## src/rtl/alu_operand_seq_if.sv

```systemverilog
// Bus between the operand sequencer and the combinational ALU it drives.
// The sequencer is the master: it presents operands/opcode and reads back result and flags.
interface alu_operand_seq_if #(
    parameter int DW  = 4,
    parameter int OPW = 3
);
    logic [DW-1:0]  alu_a;
    logic [DW-1:0]  alu_b;
    logic [OPW-1:0] alu_ctrl;
    logic [DW-1:0]  alu_res;
    logic           alu_car;
    logic           alu_of;

    modport master (
        output alu_a, alu_b, alu_ctrl,
        input  alu_res, alu_car, alu_of
    );

    modport slave (
        input  alu_a, alu_b, alu_ctrl,
        output alu_res, alu_car, alu_of
    );
endinterface

```

## src/rtl/alu_operand_seq.sv

```systemverilog
// Switch/button front-end for a 4-bit ALU: captures A, B and opcode on three button
// presses, runs one execute cycle, latches result/flags and counts completed operations.
module alu_operand_seq #(
    parameter int DW   = 4,
    parameter int OPW  = 3,
    parameter int CNTW = 8
) (
    input  logic             clk,
    input  logic             rst,
    input  logic [DW-1:0]    i_sw,
    input  logic [OPW-1:0]   i_op_sw,
    input  logic             i_btn,
    input  logic             i_btn_clr,
    alu_operand_seq_if.master alu_bus,
    output logic [DW-1:0]    o_res_q,
    output logic             o_car_q,
    output logic             o_of_q,
    output logic [2:0]       o_state_code,
    output logic             o_done,
    output logic [CNTW-1:0]  o_op_cnt
);

    typedef enum logic [2:0] {
        S_A    = 3'd0,
        S_B    = 3'd1,
        S_OP   = 3'd2,
        S_EXEC = 3'd3,
        S_SHOW = 3'd4
    } state_t;

    // Bit 0 is the confirm button, bit 1 the clear button.
    logic [1:0] w_btn_raw;
    logic [1:0] w_press;

    assign w_btn_raw = {i_btn_clr, i_btn};

    generate
        for (genvar gi = 0; gi < 2; gi++) begin : g_btn_sync
            logic r_sync1;
            logic r_sync2;
            logic r_hist;

            always_ff @(posedge clk) begin
                if (rst) begin
                    r_sync1 <= 1'b0;
                    r_sync2 <= 1'b0;
                    r_hist  <= 1'b0;
                end else begin
                    r_sync1 <= w_btn_raw[gi];
                    r_sync2 <= r_sync1;
                    r_hist  <= r_sync2;
                end
            end

            assign w_press[gi] = r_sync2 & ~r_hist;
        end
    endgenerate

    logic            w_btn_press;
    logic            w_clr_press;

    assign w_btn_press = w_press[0];
    assign w_clr_press = w_press[1];

    state_t          r_state;
    state_t          w_state_next;
    logic [DW-1:0]   r_a;
    logic [DW-1:0]   w_a_next;
    logic [DW-1:0]   r_b;
    logic [DW-1:0]   w_b_next;
    logic [OPW-1:0]  r_ctrl;
    logic [OPW-1:0]  w_ctrl_next;
    logic [DW-1:0]   r_res;
    logic [DW-1:0]   w_res_next;
    logic            r_car;
    logic            w_car_next;
    logic            r_of;
    logic            w_of_next;
    logic [CNTW-1:0] r_cnt;
    logic [CNTW-1:0] w_cnt_next;

    always_ff @(posedge clk) begin
        if (rst) begin
            r_state <= S_A;
            r_a     <= '0;
            r_b     <= '0;
            r_ctrl  <= '0;
            r_res   <= '0;
            r_car   <= 1'b0;
            r_of    <= 1'b0;
            r_cnt   <= '0;
        end else begin
            r_state <= w_state_next;
            r_a     <= w_a_next;
            r_b     <= w_b_next;
            r_ctrl  <= w_ctrl_next;
            r_res   <= w_res_next;
            r_car   <= w_car_next;
            r_of    <= w_of_next;
            r_cnt   <= w_cnt_next;
        end
    end

    always_comb begin
        w_state_next = r_state;
        w_a_next     = r_a;
        w_b_next     = r_b;
        w_ctrl_next  = r_ctrl;
        w_res_next   = r_res;
        w_car_next   = r_car;
        w_of_next    = r_of;
        w_cnt_next   = r_cnt;

        // Clear wins over any press and over the execute-cycle latch.
        if (w_clr_press) begin
            w_state_next = S_A;
            w_a_next     = '0;
            w_b_next     = '0;
            w_ctrl_next  = '0;
            w_res_next   = '0;
            w_car_next   = 1'b0;
            w_of_next    = 1'b0;
            w_cnt_next   = '0;
        end else begin
            case (r_state)
                S_A: begin
                    if (w_btn_press) begin
                        w_a_next     = i_sw;
                        w_state_next = S_B;
                    end
                end
                S_B: begin
                    if (w_btn_press) begin
                        w_b_next     = i_sw;
                        w_state_next = S_OP;
                    end
                end
                S_OP: begin
                    if (w_btn_press) begin
                        w_ctrl_next  = i_op_sw;
                        w_state_next = S_EXEC;
                    end
                end
                S_EXEC: begin
                    w_res_next   = alu_bus.alu_res;
                    w_car_next   = alu_bus.alu_car;
                    w_of_next    = alu_bus.alu_of;
                    w_cnt_next   = r_cnt + CNTW'(1);
                    w_state_next = S_SHOW;
                end
                S_SHOW: begin
                    if (w_btn_press) begin
                        w_state_next = S_A;
                    end
                end
                default: begin
                    w_state_next = S_A;
                end
            endcase
        end
    end

    assign alu_bus.alu_a    = r_a;
    assign alu_bus.alu_b    = r_b;
    assign alu_bus.alu_ctrl = r_ctrl;

    assign o_res_q      = r_res;
    assign o_car_q      = r_car;
    assign o_of_q       = r_of;
    assign o_op_cnt     = r_cnt;
    assign o_state_code = r_state;
    assign o_done       = (r_state == S_SHOW);

endmodule
```

## src/flat_wrapper.sv

```systemverilog
// flat-port wrapper written by rule: the top's interface ports become plain ports
module alu_operand_seq_flat 
#(
    parameter int DW   = 4,
    parameter int OPW  = 3,
    parameter int CNTW = 8
)
  (clk, rst, i_sw, i_op_sw, i_btn, i_btn_clr, o_res_q, o_car_q, o_of_q, o_state_code, o_done, o_op_cnt, alu_bus_alu_a, alu_bus_alu_b, alu_bus_alu_ctrl, alu_bus_alu_res, alu_bus_alu_car, alu_bus_alu_of);
  alu_operand_seq_if #(.DW(DW), .OPW(OPW)) alu_bus_i ();
  input  logic clk;
  input  logic rst;
  input  logic [DW-1:0] i_sw;
  input  logic [OPW-1:0] i_op_sw;
  input  logic i_btn;
  input  logic i_btn_clr;
  output logic [DW-1:0] o_res_q;
  output logic o_car_q;
  output logic o_of_q;
  output logic [2:0] o_state_code;
  output logic o_done;
  output logic [CNTW-1:0] o_op_cnt;
  output wire logic [$bits(alu_bus_i.alu_a)-1:0] alu_bus_alu_a;
  output wire logic [$bits(alu_bus_i.alu_b)-1:0] alu_bus_alu_b;
  output wire logic [$bits(alu_bus_i.alu_ctrl)-1:0] alu_bus_alu_ctrl;
  input wire logic [$bits(alu_bus_i.alu_res)-1:0] alu_bus_alu_res;
  input wire logic [$bits(alu_bus_i.alu_car)-1:0] alu_bus_alu_car;
  input wire logic [$bits(alu_bus_i.alu_of)-1:0] alu_bus_alu_of;
  assign alu_bus_alu_a = alu_bus_i.alu_a;
  assign alu_bus_alu_b = alu_bus_i.alu_b;
  assign alu_bus_alu_ctrl = alu_bus_i.alu_ctrl;
  assign alu_bus_i.alu_res = alu_bus_alu_res;
  assign alu_bus_i.alu_car = alu_bus_alu_car;
  assign alu_bus_i.alu_of = alu_bus_alu_of;
  alu_operand_seq #(.DW(DW), .OPW(OPW), .CNTW(CNTW)) u_core (.clk(clk), .rst(rst), .i_sw(i_sw), .i_op_sw(i_op_sw), .i_btn(i_btn), .i_btn_clr(i_btn_clr), .alu_bus(alu_bus_i), .o_res_q(o_res_q), .o_car_q(o_car_q), .o_of_q(o_of_q), .o_state_code(o_state_code), .o_done(o_done), .o_op_cnt(o_op_cnt));
endmodule
```

## config.mk

```make
export PLATFORM = sky130hd
export DESIGN_NAME = alu_operand_seq_flat
export DESIGN_NICKNAME = d
export VERILOG_FILES = /design/src/rtl/alu_operand_seq_if.sv /design/src/rtl/alu_operand_seq.sv /design/src/flat_wrapper.sv
export SDC_FILE = /design/constraint.sdc
export NUM_CORES = 1
export LEC_CHECK = 0
export BUFFER_PORTS_ARGS = -buffer_cell sky130_fd_sc_hd__buf_2
export CAP_MARGIN = 0
export CORE_MARGIN = 4
export CORE_UTILIZATION = 30
export CTS_CLUSTER_DIAMETER = 30
export DETAILED_ROUTE_END_ITERATION = 16
export PLACE_DENSITY = 0.64
export SETUP_SLACK_MARGIN = 0.05
export SYNTH_ARGS = -nofsm -noshare
export SYNTH_HDL_FRONTEND = slang
export SYNTH_SLANG_ARGS = --single-unit
```

## constraint.sdc

```tcl
create_clock -name clk -period 1.2 [get_ports clk]
set_input_delay 0.06 -clock clk [delete_from_list [all_inputs] [get_ports clk]]
set_output_delay 0.06 -clock clk [all_outputs]
set_load 0.01 [all_outputs]
```

==> metrics.yaml, run 1 <==
timing:
  fmax_mhz: 805
  period_minus_slack_ns: 1.24
  max-slew-margin-rel: 0.784
  postLayoutSetupSlackWorst_ns: -0.0422
  rsz0062_at_grt: "true"
  finalSetupViolations: 3
  fin_skew_ns: 0.00699
  timing.final.crit_share: 1.04
  finalHoldViolations: 0
  tns_ns: -0.0653
  max_slew.worst_pin.slew_ns: 0.323
  slew_violations: 0
placement:
  hpwl_um: 2380
  routabilityCongestion: 0.719
  place_inst: 259
  port_buffers: 45
  preCtsSetupSlack_ns: -0.0546
detailed_routing:
  ant_nets: 0
  wl_per_cell_um: 13.2
  vias: 1379
  drc: 0
  drt_iter0_markers: 68
  vias_per_cell: 4.89
  wl_um: 3730
  drt_pass1_iterations: 4
cells_and_area:
  final_nets: 249
  multi_input_area_um2: 788
  final_common_cell: "buf_2"
  areaGrowthSynthToFinish_pct: 64.6
  mostFrequentLayoutCells: "buf_2 (44), buf_4 (26), dfxtp_1 (24), a21oi_1 (17), nand2_1 (15)"
  insertedDiodeCount: 0
  fillers: 389
  final_util: 0.528
  ff_latch_area_um2: 708
  layoutNonFillerInstCount: 282
  layout-drive-gt1-share: 0.578
global_route:
  grt_usage: 0.135
  grt_first_pass_wirelength_um: 5900
  grt_pass1_vias: 1333
  grt_max_degree: 15
  grt-ovfl-total: 0
  antenna_found_initial: 0
setup_path:
  path_max_fanout: 4
  critical_path_class: "reg2reg"
  cp.arrival_ns: 1.46
  cp_cell_sequence: "ha_4 -> inv_2 -> or4_1 -> a21oi_1"
  crit_family: "simple AND/OR/NAND/NOR gates"
  crit_path_max_incr_delay_ns: 0.50
  worstPathRequired_ns: 1.42
  slowest_stage: "or4_1"
  critPathLaunchType: "register"
  cp-end-kind: "register"
  cp_num_buf_inv: 1
logic_synthesis:
  yosys_most_used_dff: "dfxtp_1"
  synth_warnings: 0
  syn-cell-area_um2: 1330
  synth_edf_count: 0
  synthTopCellsByArea: "dfxtp_1 (51%), a21oi_1 (9.4%), nand3_1 (6.0%)"
  synth-seq-cells: 34
  ys_types: 30
  ys_async_sr_fraction: 0
  ys_seq_area_frac: 0.512
  synth_top_area_share: 0.512
  syn_nets: 169
  syn_inst: 151
  yosysTopAreaCell: "dfxtp_1"
  synth_area_per_cell_um2: 8.81
flow_run:
  maxCapViolations: 0
clock_network:
  htree_levels: 2
  cts_sinks: 34
  cts_root_buffer: "clkbuf_8"
  numCtsBuffers: 5
  clockBufferDepth: 2
  clock_latency_ns: 0.28
  clk_pin_slew_ns: 0.07
  tritoncts: "done"
floorplan:
  dieHeight_um: 74.6
  rows: 23
  die_w_um: 74.6
  io_pins: 46
  initial_core_util: 0.321
  dieArea_um2: 5560
  core_region_area_um2: 4140
hold_path:
  worstHoldPathType: "in2reg"
pwr:
  peakVddDrop_v: 0.000668
  p_leak_nw: 0.916
  powerDensity_nw_per_um2: 1000
run_status:
  failed_checks: "setup timing"
  status: "finished, violations left"
-- sequential cells by signal, indices dropped and copies added (netlist names) --
register / count
u_core.o_state_code: 3
u_core.alu_bus.alu_a: 4
u_core.o_of_q: 1
u_core.g_btn_sync.r_sync1: 2
u_core.g_btn_sync.r_hist: 2
u_core.alu_bus.alu_b: 4
u_core.o_op_cnt: 8
u_core.alu_bus.alu_ctrl: 3
u_core.o_res_q: 4
u_core.g_btn_sync.r_sync2: 2
u_core.o_car_q: 1
-- worst reg2reg max path, stage by stage (launching register included) --
cell	delay, ns
dfxtp_4	0.38
ha_4	0.14
inv_2	0.03
or4_1	0.50
a21oi_1	0.13
-- metal layers --
layer / vias up / GRT usage / wire length, µm / part of all wire
li1: 698 / - / - / -
met1: 642 / 0.174 / 1710 / 0.46
met2: 35 / 0.219 / 1750 / 0.47
met3: 4 / 0.0378 / 248 / 0.067
met4: 0 / 0.0435 / 20 / 0.0054
met5: - / 0 / 0 / 0
-- path summary, 6_finish.rpt --
path	start	endpoint	slack (ns)	cells after the start
max	u_core.o_op_cnt[1]$_SDFFE_PP0P_	u_core.o_op_cnt[6]$_SDFFE_PP0P_	-0.04	4
max reg2reg	u_core.o_op_cnt[1]$_SDFFE_PP0P_	u_core.o_op_cnt[6]$_SDFFE_PP0P_	-0.04	4
min	alu_bus_alu_res[2]	u_core.o_res_q[2]$_SDFFE_PP0P_	0.02	3
min reg2reg	u_core.g_btn_sync[1].r_sync1$_SDFF_PP0_	u_core.g_btn_sync[1].r_sync2$_SDFF_PP0_	0.44	1
-- stage by stage --
stage	hold WS (ns)	instance area (µm²)	total power, W
finish	0.0161	2190	0.00219
global route	0.0135	2190	0.00229
CTS	0.00508	2010	0.00220
detailed placement	0.276	1790	0.00131
global placement	0.267	1790	0.00131
floorplan	0.127	1380	0.00123
-- kinds of logic (layout without fill, tap and decap cells) --
family	Yosys count	count (layout)	synth area share
AO/OA/AOI/OAI	42	42	0.168
flip-flops	34	34	0.512
AND/OR/NAND/NOR	61	63	0.254
adder cells (fa/ha/maj)	1	1	0.00941
buffers and inverters	10	89	0.0348
XOR/XNOR	2	2	0.0132
multiplexers	1	1	0.00847
-- synthesized netlist by cell type (all sizes together), types with 3 or more instances --
master,count
nor2,5
o21ai,13
buf,5
o31ai,3
nand2,15
clkbuf,3
a21oi,25
or4,3
nor2b,7
dfxtp,34
nand2b,3
nand3,16
-- repair_timing --
action | CTS | global route
setup endpoints to repair | 16 | 26
hold buffers | 2 | 0
gates resized for setup | 18 | 35
hold endpoints to repair | 2 | 0
setup buffers | 7 | 3
pin swaps | 7 | 28
gates cloned | 2 | 1
-- cell type report --
| class | count | share of cell area |
|---|---|---|
| multi-input combinational | 109 | 0.360 |
| clock buffer | 7 | 0.0394 |
| sequential | 34 | 0.323 |
| clock inverter | 1 | 0.00229 |
| timing repair buffer | 79 | 0.243 |
| tap | 50 | 0.0286 |
| inverter | 2 | 0.00343 |
-- power by group --
| group | switching, W | internal [W] | total, W |
|---|---|---|---|
| sequential | 0.00000965 | 0.00113 | 0.00114 |
| combinational | 0.0000957 | 0.0000899 | 0.000186 |
| clock | 0.000401 | 0.000463 | 0.000864 |
(Power assumes the default switching activity.)
==> inputs of run 2 (changes only) <==
--- a/config.mk
+++ b/config.mk
@@ -5,13 +5,14 @@
 export SDC_FILE = /design/constraint.sdc
 export NUM_CORES = 1
 export LEC_CHECK = 0
+export ABC_AREA = 1
 export BUFFER_PORTS_ARGS = -buffer_cell sky130_fd_sc_hd__buf_2
 export CAP_MARGIN = 0
 export CORE_MARGIN = 4
 export CORE_UTILIZATION = 30
 export CTS_CLUSTER_DIAMETER = 30
 export DETAILED_ROUTE_END_ITERATION = 16
-export PLACE_DENSITY = 0.64
+export PLACE_DENSITY = 0.62
 export SETUP_SLACK_MARGIN = 0.05
 export SYNTH_ARGS = -nofsm -noshare
 export SYNTH_HDL_FRONTEND = slang
==> constraint.sdc (replaced) <==
create_clock -name clk -period 1.5 [get_ports clk]
set_input_delay 0.075 -clock clk [delete_from_list [all_inputs] [get_ports clk]]
set_output_delay 0.075 -clock clk [all_outputs]
set_load 0.01 [all_outputs]
==> metrics.yaml, run 2 <==
run_status:
  status: "complete, no violations"
global_route:
  grt_max_degree: 15
  grt_first_pass_wirelength_um: 5130
  grt-ovfl-total: 0
  grt_pass1_vias: 1195
  antenna_found_initial: 0
  grt_usage: 0.120
placement:
  routabilityCongestion: 0.767
  hpwl_um: 2230
  port_buffers: 45
setup_path:
  crit_path_max_incr_delay_ns: 0.43
  path_max_fanout: 7
  slowest_stage: "dfxtp_1"
  critPathLaunchType: "register"
  rr_startpoint: "u_core.o_state_code[1]$_SDFFE_PP0P_"
  cp-end-kind: "register"
  reg2reg_slack_ns: 0.29
  cp.arrival_ns: 1.42
  reg2reg_depth: 5
  crit_top_cell: "nand2_1"
  cp_cell_sequence: "nand2_1 -> nor2_2 -> buf_4 -> nand2_1 -> a21oi_1"
  crit_family: "flip-flops"
  cp_num_buf_inv: 1
  r2r-end: "u_core.o_res_q[0]$_SDFFE_PP0P_"
  critical_path_class: "reg2reg"
  worstPathRequired_ns: 1.71
pwr:
  powerDensity_nw_per_um2: 945
  peakVddDrop_v: 0.000404
  total_power_w: 0.00165
  p_leak_nw: 0.822
cells_and_area:
  largest_reg_flops: 8
  ff_latch_area_um2: 681
  fillers: 466
  areaGrowthSynthToFinish_pct: 27.9
  multi_input_area_um2: 558
  final_nets: 263
  layout-drive-gt1-share: 0.237
  insertedDiodeCount: 0
  mostFrequentLayoutCells: "nand2_1 (45), buf_2 (45), nor2_1 (44), dfxtp_1 (34), inv_1 (25)"
  final_util: 0.398
hold_path:
  holdPathEnd: "u_core.alu_bus.alu_ctrl[1]$_SDFFE_PP0P_"
  hold_start: "i_op_sw[1]"
  worstHoldPathType: "in2reg"
  hold_depth: 3
detailed_routing:
  ant_nets: 0
  drc: 0
  vias: 1263
  drt_iter0_markers: 91
  wl_per_cell_um: 10.0
  vias_per_cell: 4.25
  wl_um: 2980
  drt_pass1_iterations: 4
logic_synthesis:
  yosys_most_used_dff: "dfxtp_1"
  synth_adder_area_share: 0.00917
  ys_seq_area_frac: 0.499
  ys_async_sr_fraction: 0
  synth_edf_count: 0
  synth_top_area_share: 0.499
  syn-cell-area_um2: 1370
  yosys.area_share.simple: 0.324
  yosysTopAreaCell: "dfxtp_1"
  syn_inst: 192
  synthTopCellsByArea: "dfxtp_1 (50%), nand2_1 (12%), nor2_1 (12%)"
  synth_xor_area_frac: 0
  synth-seq-cells: 34
  synth.most_common_cell: "nand2_1"
  ys_types: 17
  synth_warnings: 0
  synth_top_family_by_area: "simple AND/OR/NAND/NOR gates"
  muxShareOfSynthArea: 0
  synth-compound-area-share: 0.0752
  syn_nets: 210
  synthTopCellsByCount: "nand2_1 (45), nor2_1 (44), dfxtp_1 (34)"
  synth_area_per_cell_um2: 7.11
timing:
  max-slew-margin-rel: 0.786
  tns_ns: 0
  finalSetupViolations: 0
  slew_violations: 0
  rsz0062_at_grt: "false"
  finalHoldViolations: 0
  period_minus_slack_ns: 1.21
  max_slew.worst_pin.slew_ns: 0.320
  fin_skew_ns: 0.00481
  timing.final.crit_share: 0.807
  fmax_mhz: 826
clock_network:
  clock_latency_ns: 0.28
  tritoncts: "done"
  clockBufferDepth: 2
  clk_pin_slew_ns: 0.06
  numCtsBuffers: 5
  htree_levels: 2
  cts-resized-gates: 0
  cts_sinks: 34
  cts_root_buffer: "clkbuf_8"
floorplan:
  dieArea_um2: 5690
  dieHeight_um: 75.5
  io_pins: 46
  rows: 24
  die_w_um: 75.5
  core_region_area_um2: 4380
  initial_core_util: 0.311
flow_run:
  maxCapViolations: 0
run 2: routing by layer:
| metal | part of all wire | routed length [µm] | up-vias | global-route usage |
|---|---|---|---|---|
| li1 | - | - | 687 | - |
| met1 | 0.44 | 1300 | 537 | 0.139 |
| met2 | 0.44 | 1330 | 33 | 0.185 |
| met3 | 0.093 | 276 | 6 | 0.0567 |
| met4 | 0.025 | 74 | 0 | 0.0641 |
| met5 | 0 | 0 | - | 0 |
run 2: per-stage QoR:
| stage | cell area (µm²) | setup slack (ns) | cells | hold WS (ns) |
|---|---|---|---|---|
| after floorplan | 1370 | 0.350 | 192 | 0.182 |
| after global placement | 1650 | 0.281 | 288 | 0.273 |
| after detailed placement | 1650 | 0.269 | 288 | 0.280 |
| after CTS | 1750 | 0.254 | 297 | 0.00684 |
| after global routing | 1750 | 0.115 | 297 | 0.0307 |
| final | 1750 | 0.290 | 297 | 0.0200 |
run 2: timing repair:
item / in CTS / in global routing
endpoints found under the hold margin: 2 / 0
setup endpoints to repair: 0 / 0
hold buffers: 2 / 0
setup buffers: 0 / 0
run 2: worst register-to-register path, delay by kind of cell, from the launching register on:
family / cells / cell delay, ns
simple gates: 3 / 0.39
compound gates: 1 / 0.11
buf+inv: 1 / 0.21
flops: 1 / 0.43
run 2: cell families (layout without fill, tap and decap cells):
family / after synthesis / in the layout
simple gates: 107 / 107
compound gates: 20 / 20
fa+ha+maj: 1 / 1
buf+inv: 30 / 83
flops: 34 / 34
run 2: worst max-delay path by stage:
stage	startpoint	end	slack, ns	depth (start not counted)
after floorplan	u_core.o_op_cnt[1]$_SDFFE_PP0P_	u_core.o_op_cnt[6]$_SDFFE_PP0P_	0.35	6
after global placement	u_core.o_op_cnt[1]$_SDFFE_PP0P_	u_core.o_op_cnt[6]$_SDFFE_PP0P_	0.28	6
after detailed placement	u_core.o_state_code[1]$_SDFFE_PP0P_	u_core.o_res_q[0]$_SDFFE_PP0P_	0.27	5
after CTS	u_core.o_state_code[1]$_SDFFE_PP0P_	u_core.o_res_q[0]$_SDFFE_PP0P_	0.25	5
after global routing	u_core.o_state_code[1]$_SDFFE_PP0P_	u_core.o_res_q[1]$_SDFFE_PP0P_	0.12	5
final	u_core.o_state_code[1]$_SDFFE_PP0P_	u_core.o_res_q[0]$_SDFFE_PP0P_	0.29	5
run 2: power breakdown:
group / internal [W] / switching, W
Sequential: 0.000917 / 0.00000667
Combinational: 0.0000444 / 0.0000589
Clock: 0.000319 / 0.000304
run 2: cell type report:
type / count / share of cell area
clock buffer: 7 / 0.0437
inverter: 26 / 0.0559
multi-input combinational: 128 / 0.320
sequential: 34 / 0.390
tap: 52 / 0.0373
timing repair buffer: 50 / 0.153
